[config.mk]
export PLATFORM = sky130hd
export DESIGN_NAME = seg_scan_controller
export DESIGN_NICKNAME = d
export VERILOG_FILES = /design/src/rtl/seg_scan_controller.sv
export SDC_FILE = /design/constraint.sdc
export NUM_CORES = 1
export LEC_CHECK = 0
export ABC_AREA = 1
export CAP_MARGIN = 20
export CORE_ASPECT_RATIO = 0.5
export CORE_UTILIZATION = 50
export DETAILED_ROUTE_END_ITERATION = 10
export GPL_ROUTABILITY_DRIVEN = 0
export MAX_ROUTING_LAYER = met4
export PLACE_DENSITY = 0.72
export SYNTH_ARGS = -nofsm -noshare
export SYNTH_HDL_FRONTEND = slang
export SYNTH_SLANG_ARGS = --single-unit
export TNS_END_PERCENT = 30
[constraint.sdc]
create_clock -name i_clk -period 3.8 [get_ports i_clk]
set_input_delay 0.76 -clock i_clk [delete_from_list [all_inputs] [get_ports i_clk]]
set_output_delay 0.76 -clock i_clk [all_outputs]
set_load 0.005 [all_outputs]
[src/rtl/seg_scan_controller.sv]
// seg_scan_controller
// Scan scheduler for an 8-digit seven-segment scoreboard. It steps a 3-bit
// digit select every CLK_DIV cycles, blanks the segments for BLANK_CYC
// cycles at the start of each slot to stop ghosting, suppresses leading
// zeros, and commits new scores only at frame boundaries so that a frame
// never shows a mix of two scores.
//
// Optional feature: define SEG_PWM_DIM_EN to add the i_brightness input
// and a free-running 3-bit PWM dimming gate.
//
// Ports:
//   i_clk          system clock
//   i_reset        synchronous, active-high reset
//   i_score_bcd    eight BCD digits, nibble i = digit i, digit 0 rightmost
//   i_score_valid  i_score_bcd offered
//   o_score_ready  pending buffer empty, an offer will be taken
//   i_lz_blank_en  1 = suppress leading zeros
//   o_refcnt       digit select to the anode decoder
//   o_digit_bcd    nibble for the current digit
//   o_digit_on     1 = drive the segments, 0 = all segments off
//   o_frame_start  one-cycle pulse when o_refcnt enters 0 after a 7->0 wrap
//   i_brightness   PWM brightness, 7 = full on (SEG_PWM_DIM_EN only)
module seg_scan_controller #(
  parameter int CLK_DIV   = 100000,
  parameter int BLANK_CYC = 16
) (
  input  logic        i_clk,
  input  logic        i_reset,
  input  logic [31:0] i_score_bcd,
  input  logic        i_score_valid,
  output logic        o_score_ready,
  input  logic        i_lz_blank_en,
  output logic [2:0]  o_refcnt,
  output logic [3:0]  o_digit_bcd,
  output logic        o_digit_on,
`ifdef SEG_PWM_DIM_EN
  output logic        o_frame_start,
  input  logic [2:0]  i_brightness
`else
  output logic        o_frame_start
`endif
);

  localparam int          SW      = (CLK_DIV > 2) ? $clog2(CLK_DIV) : 1;
  localparam logic [SW-1:0] SLOT_MAX = SW'(CLK_DIV - 1);
  localparam logic [31:0] BLANK_U = 32'(BLANK_CYC);

  logic [SW-1:0] r_slot_cnt;
  logic [2:0]    r_refcnt;
  logic [31:0]   r_display;
  logic [31:0]   r_pending;
  logic          r_pend_full;
  logic          r_frame_start;

  logic          w_slot_wrap;
  logic          w_frame_wrap;
  logic          w_accept;
  logic [7:0]    w_hi_zero;
  logic          w_blanked;
  logic          w_past_blank;
  logic          w_pwm_gate;

  assign w_slot_wrap  = (r_slot_cnt == SLOT_MAX);
  assign w_frame_wrap = w_slot_wrap && (r_refcnt == 3'd7);
  // ready is purely "pending empty"; the commit edge frees it for the next cycle
  assign w_accept     = i_score_valid && !r_pend_full;

  always_ff @(posedge i_clk) begin
    if (i_reset) begin
      r_slot_cnt    <= '0;
      r_refcnt      <= '0;
      r_display     <= '0;
      r_pending     <= '0;
      r_pend_full   <= 1'b0;
      r_frame_start <= 1'b0;
    end else begin
      r_slot_cnt    <= w_slot_wrap ? '0 : r_slot_cnt + 1'b1;
      if (w_slot_wrap) r_refcnt <= r_refcnt + 3'd1;
      r_frame_start <= w_frame_wrap;
      // Commit and accept cannot coincide: accept needs pending empty,
      // commit needs pending full. An accept on the wrap edge waits a frame.
      if (w_frame_wrap && r_pend_full) begin
        r_display   <= r_pending;
        r_pend_full <= 1'b0;
      end
      if (w_accept) begin
        r_pending   <= i_score_bcd;
        r_pend_full <= 1'b1;
      end
    end
  end

  // w_hi_zero[i]: digit i and every digit above it are zero
  assign w_hi_zero[7] = (r_display[31:28] == 4'd0);
  for (genvar i = 0; i < 7; i++) begin : g_lz
    assign w_hi_zero[i] = (r_display[4*i +: 4] == 4'd0) && w_hi_zero[i+1];
  end

  assign w_blanked    = i_lz_blank_en && (r_refcnt != 3'd0) && w_hi_zero[r_refcnt];
  assign w_past_blank = (32'(r_slot_cnt) >= BLANK_U);

`ifdef SEG_PWM_DIM_EN
  logic [2:0] r_pwm_cnt;
  always_ff @(posedge i_clk) begin
    if (i_reset) r_pwm_cnt <= '0;
    else         r_pwm_cnt <= r_pwm_cnt + 3'd1;
  end
  // brightness is used live; a glitch only perturbs one PWM period
  assign w_pwm_gate = (r_pwm_cnt <= i_brightness);
`else
  assign w_pwm_gate = 1'b1;
`endif

  assign o_score_ready = !r_pend_full;
  assign o_refcnt      = r_refcnt;
  assign o_digit_bcd   = r_display[{r_refcnt, 2'b00} +: 4];
  assign o_digit_on    = w_past_blank && !w_blanked && w_pwm_gate;
  assign o_frame_start = r_frame_start;

endmodule

==> results.md <==
- The sum of overflow across all layers after global routing is 0.
- The number of buffers inserted by port buffering is 45.
- The most common library cell in the layout ignoring fill and taps is nor2_1.
- The total clock buffers created by CTS is 9.
- The routed layout has 3595 vias.
- The worst setup path is captured at a primary output.
- The number of cells on the worst reg-to-reg path is 6.
- The clock drives 86 sinks.
- Setup repair after global routing left no endpoint under its margin.
- The full die area is 8340 um2.
- The worst setup path is launched from a flip-flop.
- The worst pin sits at a relative slew slack of 51.3%.
- The tool flagged a number of max-cap violations equal to 0.
- The compound-cell area share of the yosys netlist is 15.1%.
- In the final routed layout, each cell accounts on average for 12.0 um.
- The area growth from synthesis to layout is 19.6%.
- Of the total synthesized cell area, the portion taken by full adders, half adders and majority gates is 1.57%.
- The fill cell instance count of the final layout is 692.
- Summed over all cells, the static leakage comes to 1.81 nW.
- The share of cell area taken by muxes after synthesis is 0%.
- The number of hold-slack violations in the final timing report is 0.
- The number of enable-type register cells in the synthesized netlist is 0.
- The simple-gate share of the synthesized area is 27.9%.
- The number of flip-flops and latches in the synthesized netlist is 86.
- The multi-input combinational cells in the finished layout cover a total of 1830 um2.
- The share of power burned in combinational logic is 6.5%.
- 0 antenna diodes ended up in the layout.
- The count of cells along the worst hold path is 2.
- The number of instances in the synthesized netlist is 566.
- The clock insertion delay at the later pin of the skew report is 350 ps.
- The number of antenna violations at the first check in global routing is 0.
- In the global route stage, overall resource usage came out at 22.9%.
- The critical path required time is 3040 ps.
- The cell taking the most area after synthesis is dfxtp_1.
- In the synthesized netlist the async set-or-reset flop fraction comes to 0%.
- The endpoint of the lowest-slack register-to-register path is r_display[2]$_SDFFE_PP0P_.
- The core region area is 7510 um2.
- After detailed routing, the number of remaining DRC violations is 0.
- Along the worst path, the maximum fanout reaches 20.
- Detailed placement ended at an HPWL of 5890 um.
- Measured along the x axis, the die boundary spans 128 um.
- The share of total power dissipated in sequential elements is 47.9%.
- Leaving out fill and tap cells, the most frequent cells in the layout are nor2_1, dfxtp_1, nand2_1, inv_1.
- The internal power contribution is 1.54 mW.
- The number of gates resized after cts is 0.
- Of the post-synthesis cell area, the dominant cell type holds 43.3%.
- After synthesis, flip-flops and latches occupy 43.3% of the total area.
- In the final design database the tool counted 633 nets.
- In this run the power density over the cells is 413 nW/um2.
- The total power consumption of the routed design is 1.96 mW.
- The H-tree level count is 3.
- After routing the design area is 4750 um2.
- During synthesis, Yosys emitted a total of 0 warnings.
- The mapped netlist covers 3980 um2.
- The row count is 22.
- The path class of the tightest hold or removal check is flip-flop to flip-flop.
- The largest net degree at the start of global routing is 63.
- The iteration-0 DRC count of the detailed router is 195.
- By area, the combinational part of the netlist is dominated by simple AND/OR/NAND/NOR gates.
- TritonCTS built the clock tree.
- The post-route clock skew is 7.98 ps.
- The per-cell via count in the routed design is 5.10.
- The slew at the pin closest to its max-slew limit is 729 ps.
- The initial utilization of the core area, before any placement, comes to 52.9%.
- The switching component of the power is 0.429 mW.
- For this run, the leading register cell type out of synthesis is dfxtp_1.
- The wire length of the first global-routing pass is 14200 um.
- The reg-to-reg setup timing slack is 1600 ps.
- The area of placed instances is 4440 um2.
- Net switching is 21.8% of the power.
- By startpoint and endpoint, the worst setup path is classified as flip-flop to primary output.
- The first TritonRoute pass finished after 5 iterations.
- The count of boundary I/O pins is 46.
- The worst hold path terminates at r_pending[5]$_SDFFE_PP0P_.
- The die height is 65.1 um.
- The number of nets in the synthesized netlist is 607.
- In this run, post-CTS hold repair placed 0 buffers.
- Adding up every negative setup slack in the final design gives 0 ps.
- The final-report max-slew violation count came to 0.
- The proportion of power drawn by the clock network is 45.6%.
- The startpoint identified for the worst hold timing path is r_pending[5]$_SDFFE_PP0P_.
- In this run the critical register-to-register path is launched from o_refcnt[0]$_SDFFE_PP0P_.
- The number of nets with antenna violations after routing is 0.
- The final routed wirelength across all metal layers is 8450 um.
- The run finished with clean final reports.
- The synthesized netlist devotes 1.32% of its cell area to XOR and XNOR gates.
- Setup violations remaining at the end of the flow were counted as 0.
- The netlist uses 30 different library cells.
- After clock tree synthesis, the clock-pin slew on the worst setup and hold paths is 60 ps.
- The arrival time at the worst endpoint is 2630 ps.
- The worst ir drop on vdd is 0.301 mV.
- The period utilization is 89.1%.
- Each instance of the synthesized netlist takes up on average 7.03 um2.
- The minimum period implied by the final worst setup slack is 3390 ps.
- The number of global-route vias before repair is 3093.
- In this run the post-CTS setup repair buffer count came out at 0.
- Across the whole layout, storage elements account for 1720 um2.
- The clock passes through at most 2 buffers.
- After synthesis, the cell types taking the most area are dfxtp_1, nor2_1, a21oi_1, o21ai_0, nand2_1.
- The maximum clock frequency is 0.295 GHz.
- The root buffer selected by CTS is clkbuf_16.
- In the final layout, the share of cells above drive strength 1 is 5.86%.
through the flow:
step	hold slack (ps)	worst slack, ps	cells	util, %
2_1_floorplan	430	1710	566	-
3_3_place_gp	440	871	688	58.9
3_5_place_dp	447	800	689	59.1
4_1_cts	456	426	705	63.3
5_1_grt	470	142	705	63.3
6_report	453	413	705	63.3
flip-flops by register name, summed over array words and instances, names as in the netlist:
signal,cells
o_frame_start,1
o_refcnt,3
r_pending,32
r_display,32
r_slot_cnt,17
r_pend_full,1
worst max-delay path by stage:
| stage | start | end |
|---|---|---|
| after CTS | o_refcnt[0]$_SDFFE_PP0P_ | o_digit_on |
| after detailed placement | o_refcnt[0]$_SDFFE_PP0P_ | o_digit_on |
| final | o_refcnt[0]$_SDFFE_PP0P_ | o_digit_on |
| after global routing | o_refcnt[0]$_SDFFE_PP0P_ | o_digit_on |
| after floorplan | o_refcnt[0]$_SDFFE_PP0P_ | o_digit_on |
| after global placement | o_refcnt[0]$_SDFFE_PP0P_ | o_digit_on |
power groups by stage:
stage               registers, mW  logic [mW]  clock network, mW
floorplan                   0.958      0.0756                  0
global placement            0.959       0.127                  0
detailed placement          0.960       0.129                  0
CTS                         0.940       0.129              0.917
global route                0.943       0.146              0.946
finish                      0.940       0.128              0.897
metal layers:
metal | track usage (%) | vias to the layer above | share of wire [%]
met5 | - | - | 0
met4 | 9.26 | 0 | 0.97
met3 | 6.44 | 8 | 4.9
met2 | 34.6 | 87 | 45
met1 | 29.0 | 1607 | 49
li1 | - | 1893 | -
cells in the mapped netlist, types with 3 or more instances:
master,instances
nand3_1,17
inv_1,65
nor2_1,105
buf_4,4
nor3_1,4
dfxtp_1,86
nand4_1,36
ha_1,5
nor2_2,4
o21ai_0,57
buf_1,3
a21oi_1,57
clkbuf_1,20
nand2_1,71
a31oi_1,4
xor2_1,5
buf_6,3
buf_2,5
logic make-up (layout without fill, tap and decap cells):
group           count (synthesis)  in the layout
compound gates                119            119
xor+xnor                        6              6
fa+ha+maj                       5              5
buf+inv                       102            133
flops                          86             86
simple gates                  248            248
worst max-delay path, cell delays in order (launching register included):
cell and delay, ps:
dfxtp_1 670, inv_1 380, ha_1 310, nand2_1 60
nand2_1 50, nor2_1 80, nand3_1 80, nor2_1 120
a21oi_1 70, clkdlybuf4s50_1 450
cell type report:
class | count | area share [%]
multi-input combinational | 378 | 38.4
sequential | 86 | 36.2
timing repair buffer | 50 | 10.7
clock buffer | 11 | 5.32
inverter | 67 | 5.29
tap | 108 | 2.84
clock inverter | 5 | 1.21
Note: power is estimated with default switching activity, not from simulation.
